$ cat config.mk
export PLATFORM = sky130hd
export DESIGN_NAME = mem_ctrl_flat
export DESIGN_NICKNAME = d
export VERILOG_FILES = /design/src/rtl/mem_ctrl_if.sv /design/src/rtl/mem_ctrl.sv /design/src/flat_wrapper.sv
export SDC_FILE = /design/constraint.sdc
export NUM_CORES = 1
export LEC_CHECK = 0
export ABC_AREA = 1
export CAP_MARGIN = 15
export CORE_MARGIN = 4
export CORE_UTILIZATION = 56
export DETAILED_ROUTE_END_ITERATION = 10
export GPL_ROUTABILITY_DRIVEN = 0
export PLACE_DENSITY = 0.83
export SLEW_MARGIN = 30
export SYNTH_ARGS = -nofsm -noshare
export SYNTH_HDL_FRONTEND = slang
export SYNTH_SLANG_ARGS = --single-unit
export TNS_END_PERCENT = 10
$ cat constraint.sdc
create_clock -name clk_in -period 3.35 [get_ports clk_in]
set_input_delay 0.5025 -clock clk_in [delete_from_list [all_inputs] [get_ports clk_in]]
set_output_delay 0.5025 -clock clk_in [all_outputs]
set_load 0.02 [all_outputs]
$ cat src/rtl/mem_ctrl_if.sv
// mem_ctrl_if: request/response and byte-bus signals of the memory controller.
//   IF port  : if_valid, if_addr -> if_done, if_data
//   LS port  : ls_valid, ls_wr, ls_size, ls_addr, ls_wdata -> ls_done, ls_rdata
//   RAM/IO   : mem_din -> mem_dout, mem_a, mem_wr
// Modport slave is the controller's view; master is the core/RAM side.
interface mem_ctrl_if #(
  parameter int unsigned ADDR_W = 32
);
  logic              if_valid;
  logic [ADDR_W-1:0] if_addr;
  logic              if_done;
  logic [31:0]       if_data;

  logic              ls_valid;
  logic              ls_wr;
  logic [1:0]        ls_size;
  logic [ADDR_W-1:0] ls_addr;
  logic [31:0]       ls_wdata;
  logic              ls_done;
  logic [31:0]       ls_rdata;

  logic [7:0]        mem_din;
  logic [7:0]        mem_dout;
  logic [ADDR_W-1:0] mem_a;
  logic              mem_wr;

  modport slave (
    input  if_valid, if_addr, ls_valid, ls_wr, ls_size, ls_addr, ls_wdata, mem_din,
    output if_done, if_data, ls_done, ls_rdata, mem_dout, mem_a, mem_wr
  );

  modport master (
    output if_valid, if_addr, ls_valid, ls_wr, ls_size, ls_addr, ls_wdata, mem_din,
    input  if_done, if_data, ls_done, ls_rdata, mem_dout, mem_a, mem_wr
  );
endinterface

$ cat src/rtl/mem_ctrl.sv
// mem_ctrl: splits word-oriented IF/LS requests into single-byte RAM/IO accesses,
// assembles read data little-endian and returns it with a one-cycle done pulse.
//   clk_in : system clock
//   rst_in : asynchronous active-low reset
//   rdy_in : global ready, all state freezes while low
//   bus    : mem_ctrl_if.slave (request ports and byte bus)
module mem_ctrl #(
  parameter int unsigned ADDR_W = 32
) (
  input logic       clk_in,
  input logic       rst_in,
  input logic       rdy_in,
  mem_ctrl_if.slave bus
);

  localparam logic [1:0] IDLE = 2'd0;
  localparam logic [1:0] RUN  = 2'd1;
  localparam logic [1:0] DONE = 2'd2;

  logic [1:0]        r_state;
  logic [2:0]        r_cnt;     // edges elapsed since accept
  logic [2:0]        r_n;       // bytes in this request
  logic              r_is_ls;
  logic              r_wr;
  logic [ADDR_W-1:0] r_addr;
  logic [31:0]       r_wdata;
  logic [31:0]       r_buf;
  logic [ADDR_W-1:0] r_mem_a;
  logic [7:0]        r_mem_dout;
  logic              r_mem_wr;
  logic              r_if_done;
  logic              r_ls_done;
  logic [31:0]       r_if_data;
  logic [31:0]       r_ls_rdata;

  logic [2:0]  w_n;
  logic [1:0]  w_idx;
  logic [1:0]  w_cap;
  logic [31:0] w_merged;

  always_comb begin
    case (bus.ls_size)
      2'b00:   w_n = 3'd1;
      2'b01:   w_n = 3'd2;
      default: w_n = 3'd4;
    endcase
  end

  assign w_idx = r_cnt[1:0];
  // Byte driven at count c is returned two edges later, so capture index is c-2.
  assign w_cap = r_cnt[1:0] - 2'd2;

  // Buffer with the byte arriving this cycle folded in, so the final capture
  // and the data register update happen on the same edge.
  always_comb begin
    w_merged = r_buf;
    w_merged[8*w_cap +: 8] = bus.mem_din;
  end

  always_ff @(posedge clk_in or negedge rst_in) begin
    if (!rst_in) begin
      r_state    <= IDLE;
      r_cnt      <= 3'd0;
      r_n        <= 3'd0;
      r_is_ls    <= 1'b0;
      r_wr       <= 1'b0;
      r_addr     <= '0;
      r_wdata    <= 32'd0;
      r_buf      <= 32'd0;
      r_mem_a    <= '0;
      r_mem_dout <= 8'd0;
      r_mem_wr   <= 1'b0;
      r_if_done  <= 1'b0;
      r_ls_done  <= 1'b0;
      r_if_data  <= 32'd0;
      r_ls_rdata <= 32'd0;
    end else if (rdy_in) begin
      case (r_state)
        IDLE: begin
          if (bus.ls_valid) begin
            r_state    <= RUN;
            r_cnt      <= 3'd1;
            r_n        <= w_n;
            r_is_ls    <= 1'b1;
            r_wr       <= bus.ls_wr;
            r_addr     <= bus.ls_addr;
            r_wdata    <= bus.ls_wdata;
            r_buf      <= 32'd0;
            r_mem_a    <= bus.ls_addr;
            r_mem_dout <= bus.ls_wdata[7:0];
            r_mem_wr   <= bus.ls_wr;
          end else if (bus.if_valid) begin
            r_state  <= RUN;
            r_cnt    <= 3'd1;
            r_n      <= 3'd4;
            r_is_ls  <= 1'b0;
            r_wr     <= 1'b0;
            r_addr   <= bus.if_addr;
            r_buf    <= 32'd0;
            r_mem_a  <= bus.if_addr;
            r_mem_wr <= 1'b0;
          end
        end
        RUN: begin
          r_cnt <= r_cnt + 3'd1;
          if (r_cnt < r_n) begin
            r_mem_a  <= r_addr + ADDR_W'(r_cnt);
            r_mem_wr <= r_wr;
            if (r_wr) r_mem_dout <= r_wdata[8*w_idx +: 8];
          end else begin
            r_mem_wr <= 1'b0;
          end
          if (!r_wr && r_cnt >= 3'd2) r_buf <= w_merged;
          if (r_wr && r_cnt == r_n) begin
            r_state   <= DONE;
            r_ls_done <= 1'b1;
          end
          if (!r_wr && r_cnt == r_n + 3'd1) begin
            r_state <= DONE;
            if (r_is_ls) begin
              r_ls_done  <= 1'b1;
              r_ls_rdata <= w_merged;
            end else begin
              r_if_done <= 1'b1;
              r_if_data <= w_merged;
            end
          end
        end
        DONE: begin
          r_state   <= IDLE;
          r_cnt     <= 3'd0;
          r_if_done <= 1'b0;
          r_ls_done <= 1'b0;
        end
        default: r_state <= IDLE;
      endcase
    end
  end

  assign bus.mem_a    = r_mem_a;
  assign bus.mem_dout = r_mem_dout;
  assign bus.mem_wr   = r_mem_wr & rdy_in;
  assign bus.if_done  = r_if_done;
  assign bus.if_data  = r_if_data;
  assign bus.ls_done  = r_ls_done;
  assign bus.ls_rdata = r_ls_rdata;

endmodule

$ cat src/flat_wrapper.sv
// flat-port wrapper written by rule: the top's interface ports become plain ports
module mem_ctrl_flat 
#(
  parameter int unsigned ADDR_W = 32
)
  (clk_in, rst_in, rdy_in, bus_if_valid, bus_if_addr, bus_ls_valid, bus_ls_wr, bus_ls_size, bus_ls_addr, bus_ls_wdata, bus_mem_din, bus_if_done, bus_if_data, bus_ls_done, bus_ls_rdata, bus_mem_dout, bus_mem_a, bus_mem_wr);
  mem_ctrl_if #(.ADDR_W(ADDR_W)) bus_i ();
  input logic clk_in;
  input logic rst_in;
  input logic rdy_in;
  input wire logic [$bits(bus_i.if_valid)-1:0] bus_if_valid;
  input wire logic [$bits(bus_i.if_addr)-1:0] bus_if_addr;
  input wire logic [$bits(bus_i.ls_valid)-1:0] bus_ls_valid;
  input wire logic [$bits(bus_i.ls_wr)-1:0] bus_ls_wr;
  input wire logic [$bits(bus_i.ls_size)-1:0] bus_ls_size;
  input wire logic [$bits(bus_i.ls_addr)-1:0] bus_ls_addr;
  input wire logic [$bits(bus_i.ls_wdata)-1:0] bus_ls_wdata;
  input wire logic [$bits(bus_i.mem_din)-1:0] bus_mem_din;
  output wire logic [$bits(bus_i.if_done)-1:0] bus_if_done;
  output wire logic [$bits(bus_i.if_data)-1:0] bus_if_data;
  output wire logic [$bits(bus_i.ls_done)-1:0] bus_ls_done;
  output wire logic [$bits(bus_i.ls_rdata)-1:0] bus_ls_rdata;
  output wire logic [$bits(bus_i.mem_dout)-1:0] bus_mem_dout;
  output wire logic [$bits(bus_i.mem_a)-1:0] bus_mem_a;
  output wire logic [$bits(bus_i.mem_wr)-1:0] bus_mem_wr;
  assign bus_i.if_valid = bus_if_valid;
  assign bus_i.if_addr = bus_if_addr;
  assign bus_i.ls_valid = bus_ls_valid;
  assign bus_i.ls_wr = bus_ls_wr;
  assign bus_i.ls_size = bus_ls_size;
  assign bus_i.ls_addr = bus_ls_addr;
  assign bus_i.ls_wdata = bus_ls_wdata;
  assign bus_i.mem_din = bus_mem_din;
  assign bus_if_done = bus_i.if_done;
  assign bus_if_data = bus_i.if_data;
  assign bus_ls_done = bus_i.ls_done;
  assign bus_ls_rdata = bus_i.ls_rdata;
  assign bus_mem_dout = bus_i.mem_dout;
  assign bus_mem_a = bus_i.mem_a;
  assign bus_mem_wr = bus_i.mem_wr;
  mem_ctrl #(.ADDR_W(ADDR_W)) u_core (.clk_in(clk_in), .rst_in(rst_in), .rdy_in(rdy_in), .bus(bus_i));
endmodule
Word-level counts from Yosys, hierarchy flattened
Index checks and enable logic that the tools add are counted.
Word-level totals
  bits in registers: 213
  bits in writable memories: 0
  memories: 0
  input bits: 112
  bits in latches: 0
  ROM bits: 0
Operators by class
  mux-type cells: 36
  reductions and logical operators: 22
  $lt $le $gt $ge: 2
  equality and inequality tests: 13
  $add $sub $neg: 5
  bitwise logic cells: 2
  divide/modulo/power cells: 0
  $mul: 0
  shifts and indexed selects: 3
Operator list (count)
  two-way mux 32 bit: 6
  case mux 32 bit (2 select lines): 2
  negation 5 -> 34 bit: 1
  variable shift 8 x 34 -> 32 bit (first input constant): 1
  indexed part select 8 x 34 -> 32 bit: 1
  adder 32 x 3 -> 32 bit: 1
  bitwise mux 32 bit: 1
  indexed part select 32 x 6 -> 8 bit: 1
  two-way mux 8 bit: 3
  AND reduction 4 bit: 5
  case mux 8 bit (2 select lines): 1
  AND reduction 3 bit: 5
  two-way mux 3 bit: 4
  two-way mux 1 bit: 9
  case mux 3 bit (3 select lines): 1
  two-way mux 2 bit: 4
  != test 2 x 1 -> 1 bit (second input constant): 4
  adder 3 x 1 -> 3 bit (second input constant): 2
  equality test 3 bit: 2
  case mux 1 bit (2 select lines): 3
  case mux 3 bit (2 select lines): 1
  nonzero test 2 bit: 3
  AND reduction 5 bit: 1
  equality test 2 x 1 -> 1 bit (second input constant): 2
  other kinds (15): 19

Depth between registers and ports, before layout
Gate-level depths: netlist (run 1).
  word-level depth: 6
  gate-level depth with buffers: 13
  depth with buffers taken out: 11

Least setup slack after synthesis (run 1)
OpenSTA, ideal clock, no wires.
  path type: register to register
  start point: register u_core.r_cnt[0]
  end point: register u_core.r_ls_rdata[30] (netlist: u_core.bus.ls_rdata[30])
  stages on the path, launching flop included: 14
  data required time: 3.218 ns
  slack: 1.210 ns
  data arrival time: 2.008 ns
  library setup time: 0.132 ns
  buffers on the path: 3
  cells stage by stage: dfrtp_1 -> buf_2 -> inv_2 -> buf_2 -> ha_1 -> nor2_1 -> nand2_1 -> nor2_2 -> nand3_2 -> inv_2 -> nand3_4 -> buf_6 -> nand2_1 -> o21ai_2
On the way
  cells in the longest elaborated chain, start to end: 4
  elaborated cells between the ends (all ways): 8
  classes of those cells: 2 x add/sub; 1 x eq/ne; 2 x shift; 1 x mux; 2 x reduce/logical
Ends and longest elaborated chain
  start: declaration: line mem_ctrl.sv:21  | logic [2:0] r_cnt;
  start signal: assignment: line mem_ctrl.sv:105  | r_cnt <= r_cnt + 3'd1;
  subtractor 2 bit: line mem_ctrl.sv:51  | assign w_cap = r_cnt[1:0] - 2'd2;
  negation 5 -> 34 bit: line mem_ctrl.sv:57  | w_merged[8*w_cap +: 8] = bus.mem_din;
  indexed part select 8 x 34 -> 32 bit or variable shift 8 x 34 -> 32 bit (tied branches): line mem_ctrl.sv:57
  bitwise mux 32 bit: line mem_ctrl.sv:57
  end signal: assignment: line mem_ctrl.sv:122  | r_ls_rdata <= w_merged;
  end: declaration: line mem_ctrl.sv:34  | logic [31:0] r_ls_rdata;
Parallel ways exist; a longest one is shown, timed or not.
A chain may end at the register's enable or synchronous reset.

Worst setup path in the final report (run 1)
Same ends and word-level chain as after synthesis.

==> results of run 1 <==
[power by group]
part / internal (W) / switching (W)
combinational: 0.00166 / 0.00282
clock: 0.00141 / 0.000982
sequential: 0.00336 / 0.000603
total: 0.00644 / 0.00441
[logic make-up (layout without fill, tap and decap cells)]
family                   count (synthesis)  count (layout)  share of synthesized area (%)
adder cells (fa/ha/maj)                 20              20                           2.33
buffers and inverters                  150             361                           6.82
flip-flops                             213             213                           48.3
XOR/XNOR                                 8               8                          0.634
AO/OA/AOI/OAI                          247             247                           15.0
AND/OR/NAND/NOR                        751             751                           27.0
[through the flow]
step	instance area [um^2]	cells	utilization (%)	hold slack, ns	worst slack [ns]
2_1_floorplan	11000	1389	-	0.207	1.21
3_3_place_gp	13300	1827	68.3	0.456	0.773
3_5_place_dp	13300	1827	68.3	0.459	0.690
4_1_cts	14000	1865	71.9	0.132	0.879
5_1_grt	14000	1865	71.9	0.153	0.697
6_report	14000	1865	71.9	0.0865	0.813
[final cells by class]
class	count	share of cell area, %
inverters	87	2.33
flip-flops and latches	213	38.1
clock buffers	31	4.32
well taps	265	2.37
repair buffers	236	16.8
multi-input cells	1026	35.5
clock inverters	7	0.643
[cells in the final DEF (no fill, tap or decap), drive strengths merged, types with 2 or more instances in the layout]
| cell type | count |
|---|---|
| nand2 | 534 |
| clkdlybuf4s50 | 217 |
| dfrtp | 213 |
| o21ai | 182 |
| nor2 | 149 |
| inv | 86 |
| nand3 | 54 |
| clkbuf | 32 |
| a21oi | 21 |
| ha | 19 |
| buf | 18 |
| a22oi | 16 |
| o211ai | 10 |
| o22ai | 8 |
| xor2 | 7 |
| nand4 | 5 |
| a31oi | 5 |
| clkinv | 4 |
| and2 | 3 |
| o31ai | 3 |
| nand3b | 2 |
| a211oi | 2 |
| bufinv | 2 |
| clkinvlp | 2 |
[flip-flops by register name, indices dropped and copies added (netlist names), 2 cells and up]
signal / count
u_core.bus.if_data: 32
u_core.bus.ls_rdata: 32
u_core.bus.mem_a: 32
u_core.bus.mem_dout: 8
u_core.r_addr: 32
u_core.r_buf: 32
u_core.r_cnt: 3
u_core.r_n: 3
u_core.r_state: 2
u_core.r_wdata: 32
[worst max-delay path: stages (launching register included)]
cell and delay, ns:
dfrtp_1 0.39, inv_2 0.38, ha_1 0.34, nor2_1 0.11, nand2_1 0.07, nor2_2 0.09, nand3_2 0.13, inv_2 0.12
nand3_4 0.07, buf_4 0.34, nand2_1 0.19, o21ai_2 0.07
[worst paths after layout]
check / endpoint / cells past startpoint
setup / recovery: u_core.bus.ls_rdata[30] / 11
hold / removal: u_core.bus.if_data[2] / 1
setup reg to reg: u_core.bus.ls_rdata[30] / 11
hold reg to reg: u_core.bus.if_done / 2
max in group asynchronous: u_core.bus.if_data[25] / 2
min in group clk_in: u_core.bus.if_done / 2
[layer usage]
layer	up-vias	global-route usage, %
li1	4856	-
met4	0	5.64
met3	47	4.24
met1	4729	36.8
met2	401	44.4
met5	-	0
==> flow_summary.toml, run 1 <==
[sta]
drv_slew = 0
fin_crit_sh_pct = 75.7
rsz0062_at_grt = "false"
clock_skew_ns = 0.0226
slew_headroom_pct = 43.5
fmax_mhz = 394
hold_viol_final = 0
worstMarginPinSlew_ns = 0.847
finalSetupViolations = 0
period_minus_slack_ns = 2.54
setup_tns_ns = 0

[worst_setup_path]
rr_startpoint = "u_core.r_cnt[0]"
crit_arrival_ns = 2.89
regToRegSetupSlack_ns = 0.81
critPathLaunch = "u_core.r_cnt[0]"
critical_path_class = "flip-flop to flip-flop"
critPathRequiredTime_ns = 3.70
crit_path_max_fanout = 64
cp-start-kind = "flip-flop"
crit_path_end_kind = "flip-flop"

[layout]
multi_input_area_um2 = 4970
diodes = 0
nFillCells = 1521
nNetsFinal = 1718
area_delta_synth_final_pct = 26.8
regArea_um2 = 5330
drive_above_1_share_pct = 9.56

[clocking]
path_clk_slew_ns = 0.06
clockBufferDepth = 3
cts_resized = 0
cts_root_buffer = "clkbuf_16"
post_cts_buffers = 0
cts.sinks = 213
insertion_delay_ns = 0.51
cts_max_level = 1
cts_tree = "done"
cts_hold_buf = 0
numCtsBuffers = 22

[placement]
io_buffers = 218
hpwl_um = 21000

[route]
postRouteAntennaNets = 0
top_layer = "met4"
vias = 10000
drcViolationCount = 0
met3WireLength_um = 2160
wl_per_cell_um = 15.9
wl_met1_um = 12500
firstDrtPassIters = 5
initialDrtViolationCount = 815
via_per_inst = 5.38
wl_met2_um = 14400
routed_wl_um = 29600

[floorplanning]
ioPinCount = 219
initial_core_util_pct = 56.8
die_area_um2 = 22000
die_w_um = 148
core_area_um2 = 19500
placementRows = 51
fp.dieH_um = 148

[synthesis]
synth_flop_cell = "dfrtp_1"
synth_top_cell_by_area = "dfrtp_1"
ys_ff_latch = 213
synth.top_cells.by_count = "nand2_1 (531), dfrtp_1 (213), nor2_1 (144), inv_1 (80), o21ai_2 (80)"
synth-edff-count = 0
synth.avg_cell_area_um2 = 7.95
synth_area_um2 = 11000
synthArstFlopShare_pct = 100
synthDistinctLibCells = 42
synthTopCellsByArea = "dfrtp_1 (48%), nand2_1 (18%), o21ai_2 (6.3%)"
synth_cells = 1389
synth_nets = 1521
synth_top_cell_area_share_pct = 48.3
yosysMostFrequentCell = "nand2_1"
yosysWarnings = 0
ys_seq_area_share_pct = 48.3

[pwr]
cellLeakagePower_nw = 6.42
power_w = 0.0109
powerDensity_nw_per_um2 = 775
irDropWorstVdd_uv = 490

[flow_run]
cap_violations = 0

[grt]
overflow = 0
grt_max_degree = 104
grt_pass1_wl_um = 48300
grt_pass1_vias = 9663
antenna_found_initial = 0
track_usage_pct = 26.5

[hold_path]
min_path_type = "input port to async pin"

[status]
outcome = "complete, no violations"
No activity file was read; power rests on OpenSTA's default activity.
==> run 2, diff against run 1 <==
--- a/config.mk
+++ b/config.mk
@@ -8,10 +8,10 @@
 export ABC_AREA = 1
 export CAP_MARGIN = 15
 export CORE_MARGIN = 4
-export CORE_UTILIZATION = 56
+export CORE_UTILIZATION = 52
 export DETAILED_ROUTE_END_ITERATION = 10
 export GPL_ROUTABILITY_DRIVEN = 0
-export PLACE_DENSITY = 0.83
+export PLACE_DENSITY = 0.77
 export SLEW_MARGIN = 30
 export SYNTH_ARGS = -nofsm -noshare
 export SYNTH_HDL_FRONTEND = slang
==> constraint.sdc (replaced) <==
create_clock -name clk_in -period 2.61 [get_ports clk_in]
set_input_delay 0.3915 -clock clk_in [delete_from_list [all_inputs] [get_ports clk_in]]
set_output_delay 0.3915 -clock clk_in [all_outputs]
set_load 0.02 [all_outputs]
==> flow_summary.toml, run 2 (synthesized netlist as in run 1, its figures left out) <==
[clocking]
path_clk_slew_ns = 0.06
numCtsBuffers = 23
clockBufferDepth = 3
cts_resized = 0
cts_max_level = 1
insertion_delay_ns = 0.51
cts_tree = "done"
cts.sinks = 213
cts_root_buffer = "clkbuf_16"

[placement]
placed_area_um2 = 13400
dp_cells = 1839
io_buffers = 218
hpwl_um = 21500
pre_cts_slack_ns = 0.358

[grt]
grt_pass1_wl_um = 49100
grt_pass1_vias = 9642
grt_max_degree = 67
antenna_found_initial = 0
overflow = 0
track_usage_pct = 24.9

[pwr]
powerDensity_nw_per_um2 = 991
irDropWorstVdd_uv = 590
power_w = 0.0140
cellLeakagePower_nw = 6.48

[floorplanning]
placementRows = 53
initial_core_util_pct = 52.7
ioPinCount = 219
core_area_um2 = 21000
fp.dieH_um = 154
die_w_um = 154
die_area_um2 = 23600

[layout]
layout_common_cells = "nand2_1 (530), clkdlybuf4s50_1 (217), dfrtp_1 (213), nor2_1 (144)"
diodes = 0
final_area_um2 = 14100
final_common_cell = "nand2_1"
nNetsFinal = 1722
drive_above_1_share_pct = 10.2
layoutNonFillerInstCount = 1881
area_delta_synth_final_pct = 27.8

[worst_setup_path]
critical-path-top-delay-family = "buffers and inverters"
path_buf_inv = 2
critPathSlowestCell = "nor2_1"
crit_path_end_kind = "flip-flop"
critical_path_class = "flip-flop to flip-flop"
cp-start-kind = "flip-flop"
slowest_delay_ns = 0.52
crit_chain = "buf_4 -> ha_1 -> clkinv_1 -> nor2_1 -> a22oi_1 -> o21ai_1"
critPathRequiredTime_ns = 3.04
crit_path_max_fanout = 20
regToRegSetupSlack_ns = 0.39
crit_arrival_ns = 2.65

[sta]
fmax_mhz = 451
hold_viol_final = 0
fin_crit_sh_pct = 85.0
drv_slew = 0
finalSetupViolations = 0
worstMarginPinSlew_ns = 0.713
period_minus_slack_ns = 2.22
slew_headroom_pct = 52.4
setup_tns_ns = 0
clock_skew_ns = 0.0101
finalWorstSetupSlack_ns = 0.392
rsz0062_at_grt = "false"

[hold_path]
min_path_type = "input port to async pin"

[route]
postRouteAntennaNets = 0
initialDrtViolationCount = 829
vias = 9912
wl_per_cell_um = 15.8
via_per_inst = 5.27
routed_wl_um = 29800
firstDrtPassIters = 5
drcViolationCount = 0

[flow_run]
cap_violations = 0

[status]
outcome = "complete, no violations"
-- run 2: cell count changes in the layout (fill, tap and decap cells not counted), moves of 2 or more --
cell,before,now
buf_4,16,13
bufinv_16,2,0
buf_12,2,7
clkinv_2,3,8
clkbuf_1,8,2
clkbuf_8,1,6
-- run 2: timing repair --
item,4_1_cts,5_1_grt
setup buffers,0,0
hold buffers,1,0
endpoints found under the hold margin,32,0
-- run 2: layout make-up --
cell class	count	area [um^2]
Clock buffer	30	652
Clock inverter	11	65.1
Fill cell	1815	6840
Inverter	87	327
Multi-Input combinational cell	1026	4970
Sequential cell	213	5330
Tap cell	275	344
Timing Repair Buffer	239	2430
-- run 2: power breakdown --
part | switching [W] | leakage (nW) | internal, W
Clock | 0.00135 | 0.362 | 0.00176
Sequential | 0.000764 | 2.79 | 0.00432
Combinational | 0.00361 | 3.33 | 0.00218
-- run 2: worst paths after layout --
path	start	to	cells past startpoint
max in group asynchronous	rst_in	u_core.r_cnt[2]	3
min reg2reg	u_core.bus.mem_a[26]	u_core.bus.mem_a[26]	2
min	rst_in	u_core.bus.if_data[0]	2
min in group clk_in	bus_ls_wdata[22]	u_core.r_wdata[22]	3
max	u_core.r_cnt[0]	u_core.bus.if_data[13]	6
max reg2reg	u_core.r_cnt[0]	u_core.bus.if_data[13]	6
-- run 2: worst register-to-register path: stages, from the launching register on --
cell	delay, ns
dfrtp_1	0.38
buf_4	0.29
ha_1	0.20
clkinv_1	0.25
nor2_1	0.52
a22oi_1	0.30
o21ai_1	0.20
-- run 2: layer usage --
layer  share of wire [%]  vias to the layer above  track usage (%)
met1                  46                     4672             36.4
met3                 5.7                       42             3.21
met4                 1.7                        0             5.59
met2                  47                      327             40.0
li1                    -                     4871                -
met5                   0                        -                0
-- run 2: stage by stage --
| stage | hold slack, ns | util [%] |
|---|---|---|
| final | 0.363 | 67.4 |
| after global routing | 0.375 | 67.4 |
| after CTS | 0.361 | 67.4 |
| after detailed placement | 0.323 | 63.9 |
| after global placement | 0.320 | 63.9 |
| after floorplan | 0.0959 | - |
==> run 3, diff against run 2 <==
==> constraint.sdc (replaced) <==
create_clock -name clk_in -period 2.3 [get_ports clk_in]
set_input_delay 0.345 -clock clk_in [delete_from_list [all_inputs] [get_ports clk_in]]
set_output_delay 0.345 -clock clk_in [all_outputs]
set_load 0.02 [all_outputs]
==> flow_summary.toml, run 3 (synthesized netlist as in run 1, its figures left out) <==
[status]
outcome = "complete, no violations"

[layout]
nNetsFinal = 1740
regArea_um2 = 5330
multi_input_area_um2 = 4970
area_delta_synth_final_pct = 30.2
nFillCells = 1772
drive_above_1_share_pct = 11.4
diodes = 0
final_util_pct = 68.6
layout_common_cells = "nand2_1 (530), clkdlybuf4s50_1 (217), dfrtp_1 (212), nor2_1 (143)"
layoutNonFillerInstCount = 1900
final_common_cell = "nand2_1"

[worst_setup_path]
crit_path_end_kind = "flip-flop"
slowest_delay_ns = 0.41
critPathSlowestCell = "dfrtp_1"
critPathRequiredTime_ns = 2.68
crit_arrival_ns = 2.56
crit_chain = "inv_1 -> ha_2 -> inv_1 -> nor4_1 -> nor2_2 -> nand2_2 -> buf_4 -> o21ai_2"
cpMostUsedCell = "inv_1"
critical_path_class = "flip-flop to flip-flop"
crit_path_max_fanout = 9
cp-start-kind = "flip-flop"

[route]
postRouteAntennaNets = 0
vias = 10100
wl_per_cell_um = 15.8
routed_wl_um = 30000
wl_met1_um = 13400
met3WireLength_um = 2140
wl_met2_um = 13900
top_layer = "met4"
via_per_inst = 5.31
firstDrtPassIters = 8
drcViolationCount = 0
initialDrtViolationCount = 866

[sta]
hold_viol_final = 0
whs_ns = 0.339
clock_skew_ns = 0.0113
rsz0062_at_grt = "true"
slew_headroom_pct = 53.0
fin_crit_sh_pct = 94.8
worstMarginPinSlew_ns = 0.705
period_minus_slack_ns = 2.18
finalSetupViolations = 0
fmax_mhz = 458
drv_slew = 0
setup_tns_ns = 0

[grt]
grt_pass1_wl_um = 49100
antenna_found_initial = 0
grt_pass1_vias = 9710
grt_max_degree = 62
overflow = 0
track_usage_pct = 24.8

[floorplanning]
die_area_um2 = 23600
ioPinCount = 219
fp.dieH_um = 154
initial_core_util_pct = 52.7
placementRows = 53
die_w_um = 154
core_area_um2 = 21000

[pwr]
power_w = 0.0164
irDropWorstVdd_uv = 783
powerDensity_nw_per_um2 = 1140
cellLeakagePower_nw = 6.61

[clocking]
cts_max_level = 1
path_clk_slew_ns = 0.07
post_cts_buffers = 0
insertion_delay_ns = 0.51
cts.sinks = 213
numCtsBuffers = 23
cts_tree = "done"
cts_root_buffer = "clkbuf_16"
clockBufferDepth = 3

[placement]
hpwl_um = 21800
dp_cells = 1857
io_buffers = 218

[flow_run]
cap_violations = 0

[hold_path]
min_path_type = "input port to async pin"
==> run 3: per-stage QoR <==
stage               setup slack, ns  cell area, um^2
floorplan                     0.160            11000
global placement             0.0945            13600
detailed placement           0.0486            13600
CTS                           0.127            14400
global route                -0.0651            14400
finish                        0.119            14400
==> run 3: worst max-delay path, delay by kind of cell (launching register included) <==
family | cells | cell delay (ns)
buffers and inverters | 3 | 0.54
DFF | 1 | 0.41
AOI/OAI and AO/OA | 1 | 0.06
and+or+nand+nor | 3 | 0.73
adders and majority gates | 1 | 0.30
==> run 3: repair_timing <==
action / CTS / global route
gates resized for setup: 0 / 3
hold buffers: 1 / 0
endpoints found under the setup margin: 0 / 12
endpoints found under the hold margin: 42 / 0
==> run 3: final cells by class <==
cell class	instances	share of cell area [%]
flip-flops and latches	213	37.1
clock buffers	28	4.34
clock inverters	14	1.27
inverters	87	2.27
well taps	275	2.39
repair buffers	257	18.1
multi-input cells	1026	34.6
==> run 3: metal layers <==
metal / GRT usage, % / vias up
met1: 36.2 / 4758
met2: 39.3 / 385
li1: - / 4898
met3: 4.11 / 47
met4: 5.97 / 0
met5: 0 / -
==> run 3: where the power goes <==
group / switching, W / internal (W)
Combinational: 0.00412 / 0.00257
Sequential: 0.000891 / 0.00490
Clock: 0.00154 / 0.00239
Total: 0.00655 / 0.00986
==> run 3: worst paths after layout <==
| check | cells past startpoint | slack [ns] | endpoint | startpoint |
|---|---|---|---|---|
| max in group asynchronous | 3 | 1.28 | u_core.r_wdata[19] | rst_in |
| hold reg to reg | 2 | 0.48 | u_core.r_wdata[11] | u_core.r_wdata[11] |
| setup / recovery | 8 | 0.12 | u_core.r_buf[30] | u_core.r_state[1] |
| hold / removal | 2 | 0.34 | u_core.bus.mem_a[31] | rst_in |
| setup reg to reg | 8 | 0.12 | u_core.r_buf[30] | u_core.r_state[1] |
| min in group clk_in | 3 | 0.37 | u_core.r_wdata[22] | bus_ls_wdata[22] |
